<file path="config.mk">
export PLATFORM = sky130hd
export DESIGN_NAME = systolic_output_deskew
export DESIGN_NICKNAME = d
export VERILOG_FILES = /design/src/rtl/systolic_output_deskew.sv
export SDC_FILE = /design/constraint.sdc
export NUM_CORES = 1
export LEC_CHECK = 0
export ABC_AREA = 1
export BUFFER_PORTS_ARGS = -buffer_cell sky130_fd_sc_hd__buf_4
export CAP_MARGIN = 5
export CORE_MARGIN = 3
export CORE_UTILIZATION = 49
export DETAILED_ROUTE_END_ITERATION = 10
export GPL_TIMING_DRIVEN = 0
export PLACE_DENSITY = 0.79
export SYNTH_ARGS = -nofsm -noshare
export SYNTH_HDL_FRONTEND = slang
export SYNTH_SLANG_ARGS = --single-unit
</file>
<file path="constraint.sdc">
create_clock -name clk_i -period 3.24 [get_ports clk_i]
set_clock_uncertainty 0.2 [all_clocks]
set_input_delay 0.324 -clock clk_i [delete_from_list [all_inputs] [get_ports clk_i]]
set_output_delay 0.324 -clock clk_i [all_outputs]
set_load 0.02 [all_outputs]
</file>
<file path="src/rtl/systolic_output_deskew.sv">
// systolic_output_deskew
// Undoes the staircase skew on the systolic array's output edge. Lane k
// arrives k cycles after lane 0. It is delayed by 9-k enabled cycles so that
// all ten lanes land in word_o on the same edge. The block also tracks row
// validity and counts rows per tile.
module systolic_output_deskew #(
    parameter  int DATA_WIDTH = 8,
    parameter  int ROWS       = 10,
    localparam int LANES      = 10,
    localparam int WORD_WIDTH = LANES * DATA_WIDTH,
    localparam int CNT_WIDTH  = $clog2(ROWS + 1)
) (
    input  logic                  clk_i,
    input  logic                  rst_ni,
    input  logic                  en_i,
    input  logic                  clr_i,
    input  logic                  valid_i,
    input  logic [WORD_WIDTH-1:0] skew_i,
    output logic [WORD_WIDTH-1:0] word_o,
    output logic                  valid_o,
    output logic [CNT_WIDTH-1:0]  row_cnt_o,
    output logic                  done_o
);

    // Aligned row as it will be loaded into word_o on the next enabled edge.
    logic [WORD_WIDTH-1:0] word_d;

    // Lane 9 is the last to arrive, so it needs no delay.
    assign word_d[(LANES-1)*DATA_WIDTH +: DATA_WIDTH] = skew_i[(LANES-1)*DATA_WIDTH +: DATA_WIDTH];

    genvar gi;
    generate
        for (gi = 0; gi < LANES - 1; gi++) begin : g_lane
            localparam int DEPTH = LANES - 1 - gi;

            logic [DEPTH*DATA_WIDTH-1:0] chain_q;
            logic [DEPTH*DATA_WIDTH-1:0] chain_d;

            // New samples enter at the low end. The oldest sample sits at the top.
            if (DEPTH > 1) begin : g_deep
                assign chain_d = {chain_q[(DEPTH-1)*DATA_WIDTH-1:0],
                                  skew_i[gi*DATA_WIDTH +: DATA_WIDTH]};
            end else begin : g_single
                assign chain_d = skew_i[gi*DATA_WIDTH +: DATA_WIDTH];
            end

            // Per-lane delay chain. It advances only on enabled cycles.
            always_ff @(posedge clk_i or negedge rst_ni) begin
                if (!rst_ni) begin
                    chain_q <= '0;
                end else if (clr_i) begin
                    chain_q <= '0;
                end else if (en_i) begin
                    chain_q <= chain_d;
                end
            end

            assign word_d[gi*DATA_WIDTH +: DATA_WIDTH] = chain_q[DEPTH*DATA_WIDTH-1 -: DATA_WIDTH];
        end
    endgenerate

    // Validity travels alongside lane 0 through a 9-deep shift register.
    logic [LANES-2:0] valid_sr_q;
    logic [LANES-2:0] valid_sr_d;

    assign valid_sr_d = {valid_sr_q[LANES-3:0], valid_i};

    logic [WORD_WIDTH-1:0] word_q;
    logic                  valid_q;
    logic [CNT_WIDTH-1:0]  row_cnt_q;
    logic [CNT_WIDTH-1:0]  row_cnt_d;
    logic                  done_q;
    logic                  done_d;

    // Row counter next state. It wraps to 0 on the ROWS-th row and raises done alongside.
    always_comb begin
        row_cnt_d = row_cnt_q;
        done_d    = 1'b0;
        if (valid_sr_q[LANES-2]) begin
            if (row_cnt_q == CNT_WIDTH'(ROWS - 1)) begin
                row_cnt_d = '0;
                done_d    = 1'b1;
            end else begin
                row_cnt_d = row_cnt_q + CNT_WIDTH'(1);
            end
        end
    end

    // Output and tracking registers. Clear wins over enable, and a stall holds everything.
    always_ff @(posedge clk_i or negedge rst_ni) begin
        if (!rst_ni) begin
            valid_sr_q <= '0;
            word_q     <= '0;
            valid_q    <= 1'b0;
            row_cnt_q  <= '0;
            done_q     <= 1'b0;
        end else if (clr_i) begin
            valid_sr_q <= '0;
            word_q     <= '0;
            valid_q    <= 1'b0;
            row_cnt_q  <= '0;
            done_q     <= 1'b0;
        end else if (en_i) begin
            valid_sr_q <= valid_sr_d;
            word_q     <= word_d;
            valid_q    <= valid_sr_q[LANES-2];
            row_cnt_q  <= row_cnt_d;
            done_q     <= done_d;
        end
    end

    assign word_o    = word_q;
    assign valid_o   = valid_q;
    assign row_cnt_o = row_cnt_q;
    assign done_o    = done_q;

endmodule

</file>
==> impl_metrics.yaml <==
cts:
  cts_tree: "built"
  cts_buffers: 44
  cts_buffer_depth: 3
  clkTransAtPathRegs_ps: 60
  clk_latency_ps: 540
  cts-root-buf: "clkbuf_16"
  cts-resized-gates: 0
  htree_levels: 2
  clock-sinks: 455
place:
  hpwl_microns: 30300
  placedInstanceArea_sq_mm: 0.0192
  numPortBuffers: 169
  gp_congestion: 0.850
  pre_cts_slack_ps: 951
synth:
  ys_seq_area_share_pct: 65.9
  synth.distinct_cells: 18
  synth_top_cell_by_area: "dfrtp_1"
  synth_edf_count: 0
  synth.most_common_cell: "dfrtp_1"
  syn_inst: 1714
  synth_common_cells: "455 x dfrtp_1, 332 x nand2_1, 220 x o21ai_0, 201 x inv_1, 198 x nand3_1"
  syn-mean-instance-area_sq_um: 10.1
  synth-main-ff-cell: "dfrtp_1"
  ys_ff_latch: 455
  netlist_top_cells_area: "dfrtp_1 66%, nand2_1 7.2%, o21ai_0 6.4%, nand3_1 5.7%, o22ai_1 4.6%"
  synth_nets: 1801
  synthArstFlopShare_pct: 100
  syn_area_sq_mm: 0.0173
  synth_top_area_share_pct: 65.9
  synth_warnings: 0
detailed_routing:
  drc: 0
  routed_via_density: 5.47
  dr.pass1.iters: 6
  drt-wirelength-per-cell_microns: 18.0
  routed_wl_microns: 45000
  antenna_left: 0
  vias: 13700
  drt-initial-drc-count: 1093
global_route:
  grt_remaining_overflow: 0
  grt_pass1_wl_microns: 73200
  grt_usage_pct: 23.8
  grt_pass1_vias: 14000
  grt_antenna_before_repair: 0
  grt_max_degree: 127
die:
  core_area_sq_mm: 0.0346
  die_w_microns: 194
  num_io_pins: 171
  dieArea_sq_mm: 0.0376
  rows: 68
  die_y_microns: 194
  start_util_pct: 49.9
sta:
  final-hold-violation-count: 0
  hold_slack_ps: 121
  slew_viol_final: 0
  final_min_period_over_clock_period_pct: 58.7
  rsz0062_at_grt: "no"
  finalWorstSetupSlack_ps: 1340
  tightest_slew_ps: 700
  setup_viol: 0
  max_clock_freq_mhz: 526
  max-slew-margin-rel_pct: 53.3
  tns_ps: 0
  period_needed_ps: 1900
cells_and_area:
  fin_util_pct: 62.0
  n_antenna_cell: 0
  fill_cells: 2668
  fin_area_sq_mm: 0.0215
  syn_to_final_growth_pct: 24.2
  nets: 2102
  drive_gt1_share_pct: 16.3
worst_setup_path:
  required_ps: 3710
  critPathKind: "in -> async"
  critPathLaunchType: "input pin"
  crit_path_max_fanout: 126
  critPathCaptureType: "asynchronous set/reset pin"
  crit_arrival_ps: 2380
status:
  status: "complete, no violations"
run:
  drv_cap: 0
pwr:
  power.density_mw_per_mm2: 542
  power.leakage_nw: 10.2
  ir_worst_vdd_mv: 0.338
hold_path:
  holdCritPathClass: "in -> async"
==> routing by layer <==
metal,up-vias,share of wire (%),GRT usage (%)
met5,-,0,0
met4,0,3.1,8.49
met3,95,5.9,3.51
met2,455,49,40.3
met1,6855,42,31.8
li1,6271,-,-
==> repair_timing <==
action | 4_1_cts | 5_1_grt
hold endpoints to repair | 149 | 0
setup buffers | 0 | 0
hold buffers | 82 | 0
==> path summary, 6_finish.rpt <==
| path | from | to | slack [ps] | cells after the start |
|---|---|---|---|---|
| max | rst_ni | g_lane[1].chain_q[22] | 1340 | 4 |
| min | rst_ni | word_o[51] | 120 | 2 |
| max reg2reg | row_cnt_o[0] | row_cnt_o[1] | 1880 | 4 |
| min reg2reg | g_lane[1].chain_q[36] | g_lane[1].chain_q[36] | 270 | 2 |
| max in group clk_i | word_o[16] | word_o[16] | 1520 | 1 |
| min in group clk_i | en_i | g_lane[3].chain_q[47] | 180 | 5 |
==> flip-flops by register name (all words and copies together), names as in the netlist <==
name and flops:
g_lane.chain_q 360, word_o 80, valid_sr_q 9, row_cnt_o 4, done_o 1, valid_o 1
==> through the flow <==
step                std cells  power [W]
floorplan                1714    0.00626
global placement         2338    0.00662
detailed placement       2342    0.00667
CTS                      2499     0.0117
global route             2499     0.0120
finish                   2499     0.0116
==> power by group <==
| part | internal, W | leakage [nW] | switching, W |
|---|---|---|---|
| clock | 0.00287 | 0.698 | 0.00211 |
| sequential | 0.00579 | 6.28 | 0.0000357 |
| combinational | 0.000280 | 3.22 | 0.000544 |
==> area by class of cell <==
class                   count  area, sq um  share of cell area (%)
flip-flops and latches    455        11400                    53.1
multi-input cells         926         4500                    21.0
repair buffers            255         2210                    10.3
clock buffers              64         1310                    6.09
inverters                 204          766                    3.57
well taps                 455          569                    2.65
plain buffers             129          631                    2.94
clock inverters            11         91.3                   0.426
==> placed cells by master (no fill, tap or decap), drive strengths merged <==
cell	n
dfrtp	455
nand2	333
buf	262
o21ai	220
inv	206
nand3	198
o22ai	126
clkbuf	104
dlygate4sd3	82
o31ai	40
clkinv	8
nor2	4
ha	2
xnor2	1
a21oi	1
nand4	1
bufinv	1
==> logic make-up (layout without fill, tap and decap cells) <==
kind of cell | Yosys count | in the layout | synth area share [%]
AOI/OAI and AO/OA | 387 | 387 | 12.7
and+or+nand+nor | 536 | 536 | 13.1
xor gates and xnor gates | 1 | 1 | 0.0507
adders and majority gates | 2 | 2 | 0.145
buffers and inverters | 333 | 663 | 8.08
DFF | 455 | 455 | 65.9
==> worst max-delay path: stages <==
cell and delay, ps:
dlygate4sd3_1 560, buf_8 430, buf_16 480, buf_16 400
No activity file was read; power rests on OpenSTA's default activity.
